### src/rtl/text_console_writer.sv
// text_console_writer
//   Character-stream front end for the VGA text buffer write port. Bytes arrive on a
//   valid/ready stream and are turned into text-buffer writes while a cursor is tracked.
//   Printable bytes are written at the cursor. LF, CR, BS, TAB and FF are interpreted as
//   control codes. When the cursor advances to a new line, that row is cleared so the
//   screen scrolls as a ring of rows. After reset, or after FF, the whole screen is
//   cleared to spaces.
//
// Ports
//   busclk    in   1    clock, all logic on posedge
//   rst       in   1    asynchronous active-high reset
//   in_data   in   8    byte to print / control code
//   in_valid  in   1    in_data valid
//   in_ready  out  1    block can accept (only while idle); transfer = in_valid & in_ready
//   waddr     out  15   buffer address {1'b0, row, col}
//   wdata     out  8    byte to write
//   wr_en     out  1    write strobe (one write per cycle high)
//   cur_row   out  6    cursor row
//   cur_col   out  8    cursor column, 0..COLS-1
module text_console_writer #(
  parameter int COLS     = 160,
  parameter int ROWS     = 64,
  parameter int COL_BITS = 8,
  parameter int ROW_BITS = 6
) (
  input  logic                         busclk,
  input  logic                         rst,
  input  logic [7:0]                   in_data,
  input  logic                         in_valid,
  output logic                         in_ready,
  output logic [ROW_BITS+COL_BITS:0]   waddr,
  output logic [7:0]                   wdata,
  output logic                         wr_en,
  output logic [ROW_BITS-1:0]          cur_row,
  output logic [COL_BITS-1:0]          cur_col
);

  localparam logic [COL_BITS-1:0] LAST_COL = COL_BITS'(COLS - 1);
  localparam logic [ROW_BITS-1:0] LAST_ROW = ROW_BITS'(ROWS - 1);
  localparam logic [COL_BITS:0]   COLS_EXT = (COL_BITS + 1)'(COLS);
  localparam logic [7:0]          SPACE    = 8'h20;

  typedef enum logic [1:0] {
    CLR_ALL  = 2'd0,
    IDLE     = 2'd1,
    CLR_LINE = 2'd2
  } state_t;

  state_t                      state_q, state_d;
  logic [ROW_BITS-1:0]         clr_row_q, clr_row_d;
  logic [COL_BITS-1:0]         clr_col_q, clr_col_d;
  logic [ROW_BITS-1:0]         row_q, row_d;
  logic [COL_BITS-1:0]         col_q, col_d;
  logic [ROW_BITS+COL_BITS:0]  waddr_q, waddr_d;
  logic [7:0]                  wdata_q, wdata_d;
  logic                        wr_en_q, wr_en_d;
  logic                        in_ready_q, in_ready_d;

  logic                        accept_s;
  logic                        line_adv_s;
  logic [ROW_BITS-1:0]         next_row_s;
  logic [COL_BITS:0]           tab_col_s;

  assign accept_s   = in_valid & in_ready_q;
  // Rows form a ring: the row after the last one is row 0.
  assign next_row_s = (row_q == LAST_ROW) ? '0 : row_q + ROW_BITS'(1);
  // Next tab stop (multiple of 8); one extra bit so a stop past the last column is visible.
  assign tab_col_s  = {1'b0, col_q | COL_BITS'(7)} + (COL_BITS + 1)'(1);

  // Next-state, cursor and write-port computation.
  always_comb begin
    state_d    = state_q;
    clr_row_d  = clr_row_q;
    clr_col_d  = clr_col_q;
    row_d      = row_q;
    col_d      = col_q;
    waddr_d    = waddr_q;
    wdata_d    = wdata_q;
    wr_en_d    = 1'b0;
    line_adv_s = 1'b0;

    case (state_q)
      CLR_ALL: begin
        wr_en_d = 1'b1;
        waddr_d = {1'b0, clr_row_q, clr_col_q};
        wdata_d = SPACE;
        if (clr_col_q == LAST_COL) begin
          clr_col_d = '0;
          if (clr_row_q == LAST_ROW) begin
            clr_row_d = '0;
            row_d     = '0;
            col_d     = '0;
            state_d   = IDLE;
          end else begin
            clr_row_d = clr_row_q + ROW_BITS'(1);
          end
        end else begin
          clr_col_d = clr_col_q + COL_BITS'(1);
        end
      end

      IDLE: begin
        if (accept_s) begin
          case (in_data)
            8'h0A: begin
              line_adv_s = 1'b1;
            end
            8'h0D: begin
              col_d = '0;
            end
            8'h08: begin
              if (col_q != '0) begin
                col_d   = col_q - COL_BITS'(1);
                wr_en_d = 1'b1;
                waddr_d = {1'b0, row_q, col_q - COL_BITS'(1)};
                wdata_d = SPACE;
              end else begin
                col_d = col_q;
              end
            end
            8'h09: begin
              if (tab_col_s >= COLS_EXT) begin
                line_adv_s = 1'b1;
              end else begin
                col_d = tab_col_s[COL_BITS-1:0];
              end
            end
            8'h0C: begin
              row_d     = '0;
              col_d     = '0;
              clr_row_d = '0;
              clr_col_d = '0;
              state_d   = CLR_ALL;
            end
            default: begin
              if ((in_data >= 8'h20) && (in_data <= 8'h7E)) begin
                wr_en_d = 1'b1;
                waddr_d = {1'b0, row_q, col_q};
                wdata_d = in_data;
                // Writing the last column wraps straight into a line advance.
                if (col_q == LAST_COL) begin
                  line_adv_s = 1'b1;
                end else begin
                  col_d = col_q + COL_BITS'(1);
                end
              end else begin
                col_d = col_q;
              end
            end
          endcase

          if (line_adv_s) begin
            row_d     = next_row_s;
            col_d     = '0;
            clr_col_d = '0;
            state_d   = CLR_LINE;
          end else begin
            clr_col_d = clr_col_q;
          end
        end else begin
          state_d = IDLE;
        end
      end

      CLR_LINE: begin
        // Cursor row already points at the new line being cleared.
        wr_en_d = 1'b1;
        waddr_d = {1'b0, row_q, clr_col_q};
        wdata_d = SPACE;
        if (clr_col_q == LAST_COL) begin
          clr_col_d = '0;
          state_d   = IDLE;
        end else begin
          clr_col_d = clr_col_q + COL_BITS'(1);
        end
      end

      default: begin
        clr_row_d = '0;
        clr_col_d = '0;
        state_d   = CLR_ALL;
      end
    endcase

    in_ready_d = (state_d == IDLE);
  end

  // State, cursor and registered outputs.
  always_ff @(posedge busclk or posedge rst) begin
    if (rst) begin
      state_q    <= CLR_ALL;
      clr_row_q  <= '0;
      clr_col_q  <= '0;
      row_q      <= '0;
      col_q      <= '0;
      waddr_q    <= '0;
      wdata_q    <= 8'h00;
      wr_en_q    <= 1'b0;
      in_ready_q <= 1'b0;
    end else begin
      state_q    <= state_d;
      clr_row_q  <= clr_row_d;
      clr_col_q  <= clr_col_d;
      row_q      <= row_d;
      col_q      <= col_d;
      waddr_q    <= waddr_d;
      wdata_q    <= wdata_d;
      wr_en_q    <= wr_en_d;
      in_ready_q <= in_ready_d;
    end
  end

  assign in_ready = in_ready_q;
  assign waddr    = waddr_q;
  assign wdata    = wdata_q;
  assign wr_en    = wr_en_q;
  assign cur_row  = row_q;
  assign cur_col  = col_q;

endmodule

### config.mk
export PLATFORM = sky130hd
export DESIGN_NAME = text_console_writer
export DESIGN_NICKNAME = d
export VERILOG_FILES = /design/src/rtl/text_console_writer.sv
export SDC_FILE = /design/constraint.sdc
export NUM_CORES = 1
export LEC_CHECK = 0
export BUFFER_PORTS_ARGS = -buffer_cell sky130_fd_sc_hd__buf_4
export CAP_MARGIN = 20
export CORE_MARGIN = 1
export CORE_UTILIZATION = 25
export CTS_CLUSTER_DIAMETER = 120
export DETAILED_ROUTE_END_ITERATION = 10
export GPL_TIMING_DRIVEN = 0
export HOLD_SLACK_MARGIN = 0.06
export SLEW_MARGIN = 10
export SYNTH_ARGS = -nofsm -noshare
export SYNTH_HDL_FRONTEND = slang
export SYNTH_SLANG_ARGS = --single-unit
export TNS_END_PERCENT = 1
### constraint.sdc
create_clock -name busclk -period 2.05 [get_ports busclk]
set_input_delay 0.3075 -clock busclk [delete_from_list [all_inputs] [get_ports busclk]]
set_output_delay 0.3075 -clock busclk [all_outputs]
set_load 0.01 [all_outputs]
==> reports/qor.yml, run 1 <==
yosys:
  synth.ff_latch_count: 54
  synth.area.top_cells: "sky130_fd_sc_hd__dfrtp_1, sky130_fd_sc_hd__nand2_1, sky130_fd_sc_hd__ha_1, sky130_fd_sc_hd__mux2_1, sky130_fd_sc_hd__o21ai_0"
  yosys-mux-area-fraction_pct: 7.06
  ys_warn_count: 0
  synth_xor_xnor_area_share_pct: 2.21
  yosys.area_share.simple_pct: 23.6
  syn_avg_cell_area_um2: 8.76
  synth_top_family_by_area: "simple AND/OR/NAND/NOR gates"
  netlist_area_um2: 3560
  synth.lib_cells_used.distinct: 67
  syn_inst: 407
  synth-seq-area-share_pct: 37.9
  synth_top_area_share_pct: 37.9
  synth_compound_area_share_pct: 19.5
  synth.net_count: 431
  top_reg_cell_synth: "sky130_fd_sc_hd__dfrtp_1"
  synth-adder-area-share_pct: 4.56
  yosys.area.top_type: "sky130_fd_sc_hd__dfrtp_1"
  async_sr_flop_fraction_pct: 100
  synth_enable_flop_cells: 0
placed_design:
  dp_slack_ns: -0.340
  buffer_ports.inserted: 47
  placedInstanceArea_um2: 4180
  dpl.hpwl_um: 7240
  global_placer_s_final_weighted_congestion: 0.862
cells_and_area:
  final_core_util_pct: 33.5
  num-nets-final: 504
  layout.cells.most_common: "sky130_fd_sc_hd__buf_4"
  commonest_cells_after_routing_fill_and_taps_aside: "sky130_fd_sc_hd__buf_4, sky130_fd_sc_hd__nand2_1, sky130_fd_sc_hd__dfrtp_1"
  design_area_um2: 4650
  post_route_cells_drive_above_1_share_pct: 28.7
  antennaDiodeCount: 0
  syn_to_final_growth_pct: 30.4
  fill_cells: 1451
power:
  power.switching_uw: 1970
  power.sequential.fraction_pct: 31.7
  clock_power_share_pct: 18.0
  p_int_uw: 3020
  cellLeakagePower_uw: 0.00210
  power.density_nw_per_um2: 1070
  vdd_ir_drop_max_v: 0.000729
  power.share.combinational_pct: 50.3
  swShare_pct: 39.4
  power_uw: 4990
sta:
  fmax_mhz: 459
  grt_setup_unrepaired: "yes"
  timing_max_transition_violations_final: 0
  timing.final.crit_period_ns: 2.18
  setup_viol: 26
  timing.slew.headroom_pct: 66.4
  finClkSkew_ns: 0.00670
  worst-slew-pin-transition_ns: 0.503
  timing.final.crit_share_pct: 106
  timing.final.hold_violations: 0
  setup_slack_ns: -0.127
clock_network:
  clk_pin_slew_ns: 0.07
  clock-root-buffer: "sky130_fd_sc_hd__clkbuf_16"
  cts_inserted_buffers: 5
  cts_tree: "built"
  tritoncts_num_sinks: 54
  cts_htree_levels: 2
  cts-hold-fix-buffers: 0
  clock_path_buffers: 2
  clk_latency_ns: 0.29
grt:
  globalRoute.busiestLayer: "met2"
  global_route_met2_usage_pct: 21.2
  gr-usage-all-layers_pct: 13.6
  grt_pass1_vias: 3131
  grt_start_max_net_pins: 34
  grt_pass1_wl_um: 16000
  use_met1_pct: 19.5
  overflow_after_grt: 0
  antenna_found_initial: 0
  globalRouteMet3Util_pct: 2.40
setup_path:
  cp_max_delay_cell: "sky130_fd_sc_hd__dfrtp_2"
  path_cells: "inv_2 -> ha_4 -> or3b_4 -> or3_4 -> o21ai_2 -> nor2b_2 -> o21ai_2 -> mux2_1"
  critical-path-max-stage-delay_ns: 0.45
  worst_path_dominant_cell_family: "simple AND/OR/NAND/NOR gates"
  setup.worst_path.end_class: "flip-flop"
  reg2reg_slack_ns: -0.13
  timing.critical_path.mode_cell: "sky130_fd_sc_hd__o21ai_2"
  path_buf_inv: 1
  timing.critical_path.from_type: "flip-flop"
  timing.setup.critical_path_class: "reg -> reg"
  cp_data_required_time_ns: 2.23
  critPathArrivalTime_ns: 2.36
  path_max_fanout: 4
die:
  core.rowCount: 43
  fp.dieW_um: 121
  die_height_um: 121
  floorplan.initialDensity_pct: 25.7
  design.die.area_um2: 14700
  coreArea_um2: 13900
  pin_count: 50
drt:
  wl_um: 9750
  vias_per_cell: 4.93
  first_drt_pass_iteration_count: 5
  drc: 0
  num_vias: 3259
  drt.antenna.violating_nets: 0
  post_drt_wl_per_cell_um: 14.7
  drt_first_iter_violations: 270
outcome:
  violations: "setup timing"
  status: "finished with violations"
min_path:
  min-delay-path-class: "in -> async"
run:
  maxCapViolations: 0
==> cell type report <==
class,count,area [µm²],share of cell area (%)
Clock buffer,7,143,3.07
Multi-Input combinational cell,312,2200,47.3
Tap cell,180,225,4.85
Inverter,23,86.3,1.86
Sequential cell,54,1360,29.2
Buffer,17,113,2.42
Clock inverter,1,8.76,0.189
Timing Repair Buffer,67,515,11.1
==> worst register-to-register path, delay by kind of cell, from the launching register on <==
family          cells  cell delay, ns
fa+ha+maj           1            0.15
simple gates        3            0.91
flops               1            0.45
mux                 1            0.29
compound gates      2            0.17
buf+inv             1            0.10
==> what timing repair did <==
action / in CTS / in global routing
gates cloned: 0 / 0
buffers inserted: 14 / 5
pin swaps: 7 / 3
resized for setup: 21 / 30
endpoints found under the setup margin: 49 / 52
==> cells in the mapped netlist, types with 7 or more instances <==
| cell | n |
|---|---|
| sky130_fd_sc_hd__o21ai_1 | 16 |
| sky130_fd_sc_hd__clkbuf_1 | 10 |
| sky130_fd_sc_hd__o21ai_0 | 26 |
| sky130_fd_sc_hd__nand3_1 | 19 |
| sky130_fd_sc_hd__nand2_1 | 59 |
| sky130_fd_sc_hd__a21oi_1 | 11 |
| sky130_fd_sc_hd__nor3_1 | 10 |
| sky130_fd_sc_hd__inv_1 | 22 |
| sky130_fd_sc_hd__ha_1 | 13 |
| sky130_fd_sc_hd__dfrtp_1 | 54 |
| sky130_fd_sc_hd__mux2_1 | 14 |
| sky130_fd_sc_hd__nor2_1 | 26 |
| sky130_fd_sc_hd__and3_1 | 7 |
==> state kept, by name (all words and copies together), names as in the netlist <==
register,count
in_ready,1
waddr,14
wdata,8
clr_col_q,8
state_q,2
wr_en,1
clr_row_q,6
cur_row,6
cur_col,8
==> worst paths after layout <==
kind	startpoint	cells past startpoint	endpoint
worst max-delay path	cur_col[0]	8	waddr[6]
worst min-delay path	rst	2	cur_row[0]
worst max register to register	cur_col[0]	8	waddr[6]
worst min register to register	waddr[8]	1	waddr[8]
max in group asynchronous	rst	3	cur_col[3]
min in group busclk	in_data[4]	3	wdata[4]
==> cells by family after synthesis <==
kind of cell	count (synthesis)
compound gates	102
flops	54
mux	23
simple gates	164
buf+inv	41
xor+xnor	9
fa+ha+maj	13
other cells	1
==> routing by layer <==
metal  wire length, µm  vias to the layer above
met5                 0                        -
met4               107                        0
met3               315                        9
met2              4530                       59
met1              4790                     1592
li1                  -                     1599
==> power groups by stage <==
stage                     clock [µW]  combinational, µW  sequential (µW)
after floorplan                    0               1290             1650
after global placement             0               2090             1590
after detailed placement           0               2120             1600
after CTS                        917               2390             1570
after global routing             967               2760             1630
final                            898               2510             1580
==> per-stage QoR <==
stage | hold slack [ns] | instances | setup TNS, ns
after global placement | 0.481 | 634 | -29.77
after global routing | 0.0737 | 661 | -5.25
after floorplan | 0.441 | 407 | -0.0751
final | 0.0459 | 661 | -1.31
after CTS | 0.0618 | 656 | -2.01
after detailed placement | 0.375 | 635 | -10.32
No activity file was read; power rests on OpenSTA's default activity.
==> run 2: changes to the inputs <==
--- a/config.mk
+++ b/config.mk
@@ -13,6 +13,7 @@
 export DETAILED_ROUTE_END_ITERATION = 10
 export GPL_TIMING_DRIVEN = 0
 export HOLD_SLACK_MARGIN = 0.06
+export SETUP_SLACK_MARGIN = 0.4
 export SLEW_MARGIN = 10
 export SYNTH_ARGS = -nofsm -noshare
 export SYNTH_HDL_FRONTEND = slang
==> reports/qor.yml, run 2 (synthesized netlist as in run 1, its figures left out) <==
sta:
  grt_setup_unrepaired: "yes"
  timing.final.crit_share_pct: 105
  fmax_mhz: 466
  timing.final.crit_period_ns: 2.15
  setup_slack_ns: -0.0957
  finClkSkew_ns: 0.00693
  fin_setup_tns_ns: -0.740
  timing.final.hold_violations: 0
  timing_max_transition_violations_final: 0
  setup_viol: 17
  worst-slew-pin-transition_ns: 0.536
  timing.slew.headroom_pct: 64.2
outcome:
  status: "finished with violations"
  violations: "setup timing"
die:
  pin_count: 50
  fp.dieW_um: 121
  design.die.area_um2: 14700
  coreArea_um2: 13900
  core.rowCount: 43
  floorplan.initialDensity_pct: 25.7
  die_height_um: 121
placed_design:
  global_placer_s_final_weighted_congestion: 0.862
  dpl.hpwl_um: 7240
  buffer_ports.inserted: 47
  placedInstanceArea_um2: 4180
  placed_cells: 635
grt:
  grt_pass1_wl_um: 16300
  grt_start_max_net_pins: 34
  overflow_after_grt: 0
  grt_pass1_vias: 3168
  gr-usage-all-layers_pct: 13.9
  antenna_found_initial: 0
power:
  vdd_ir_drop_max_v: 0.000749
  clock_power_share_pct: 17.2
  cellLeakagePower_uw: 0.00212
  power.share.combinational_pct: 52.0
  power.density_nw_per_um2: 1080
  power.switching_uw: 2050
  power.sequential.fraction_pct: 30.8
  swShare_pct: 39.6
  p_int_uw: 3130
setup_path:
  cp_data_required_time_ns: 2.23
  cp_max_delay_cell: "sky130_fd_sc_hd__dfrtp_2"
  reg2reg_slack_ns: -0.1
  critical_path_depth: 8
  reg2regPathDepth: 8
  timing.critical_path.mode_cell: "sky130_fd_sc_hd__o21ai_2"
  path_buf_inv: 1
  timing.critical_path.from_type: "flip-flop"
  setup.worst_path.end_class: "flip-flop"
  worst_path_dominant_cell_family: "simple AND/OR/NAND/NOR gates"
  critical-path-max-stage-delay_ns: 0.45
  critPathArrivalTime_ns: 2.32
  timing.setup.critical_path_class: "reg -> reg"
  path_max_fanout: 4
  path_cells: "inv_2 -> ha_4 -> or3b_4 -> or3_4 -> o21ai_2 -> nor2b_2 -> o21ai_2 -> mux2_4"
cells_and_area:
  largest_register_ff_count: 14
  multi_input_area_um2: 2300
  commonest_cells_after_routing_fill_and_taps_aside: "sky130_fd_sc_hd__buf_4, sky130_fd_sc_hd__nand2_1, sky130_fd_sc_hd__dfrtp_1"
  layout.area.seq_um2: 1360
  num-nets-final: 507
  antennaDiodeCount: 0
  syn_to_final_growth_pct: 34.7
  layout.cells.most_common: "sky130_fd_sc_hd__buf_4"
  post_route_cells_drive_above_1_share_pct: 32.2
  fill_cells: 1428
  design_area_um2: 4800
  stdcell_count: 664
clock_network:
  tritoncts_num_sinks: 54
  clock_path_buffers: 2
  clk_latency_ns: 0.29
  clk_pin_slew_ns: 0.07
  cts_htree_levels: 2
  cts_tree: "built"
  cts_inserted_buffers: 5
  clock-root-buffer: "sky130_fd_sc_hd__clkbuf_16"
drt:
  wl_um: 9990
  first_drt_pass_iteration_count: 4
  num_vias: 3332
  vias_per_cell: 5.02
  drc: 0
  post_drt_wl_per_cell_um: 15.0
  drt.antenna.violating_nets: 0
  drt_first_iter_violations: 289
run:
  maxCapViolations: 0
min_path:
  min-delay-path-class: "in -> async"
## run 2: cell count changes in the layout (fill, tap and decap cells not counted), sizes merged
cell	previous run	this run
buf	76	78
clkbuf	15	16
## run 2: metrics by stage
stage / setup WS [ns] / total power [µW] / util (%) / hold WS (ns)
6_report: -0.0957 / 5180 / 34.6 / 0.0457
5_1_grt: -0.151 / 5550 / 34.6 / 0.0765
4_1_cts: -0.0639 / 5020 / 33.3 / 0.0618
3_5_place_dp: -0.340 / 3730 / 30.1 / 0.375
3_3_place_gp: -0.349 / 3690 / 30.0 / 0.481
2_1_floorplan: -0.0438 / 2940 / - / 0.441
## run 2: final timing paths
check / start / endpoint
max in group asynchronous: rst / cur_col[3]
min: rst / cur_row[0]
max: cur_col[0] / waddr[6]
min in group busclk: in_data[4] / wdata[4]
max reg2reg: cur_col[0] / waddr[6]
min reg2reg: waddr[8] / waddr[8]
## run 2: layout make-up
cell class | count | area share [%]
buffer | 18 | 3.08
clock buffer | 7 | 2.97
clock inverter | 1 | 0.183
inverter | 23 | 1.80
multi-input combinational | 312 | 47.9
sequential | 54 | 28.3
tap | 180 | 4.69
timing repair buffer | 69 | 11.1
## run 2: layer usage
layer,GRT usage (%),share of wire (%),vias to the layer above
li1,-,-,1600
met3,2.63,4.4,6
met1,19.8,48,1634
met5,0,0,-
met2,21.9,47,92
met4,2.47,0.81,0
## run 2: power groups by stage
| stage | registers, µW | clock network (µW) | logic [µW] |
|---|---|---|---|
| detailed placement | 1600 | 0 | 2120 |
| global placement | 1590 | 0 | 2090 |
| global route | 1640 | 964 | 2940 |
| floorplan | 1650 | 0 | 1290 |
| CTS | 1570 | 917 | 2530 |
| finish | 1600 | 893 | 2690 |
## run 2: timing repair
action                                  4_1_cts  5_1_grt
endpoints found under the setup margin       54       54
hold buffers                                  0        0
pin swaps                                    18       11
gates resized for setup                      45       39
buffers inserted                             18        3
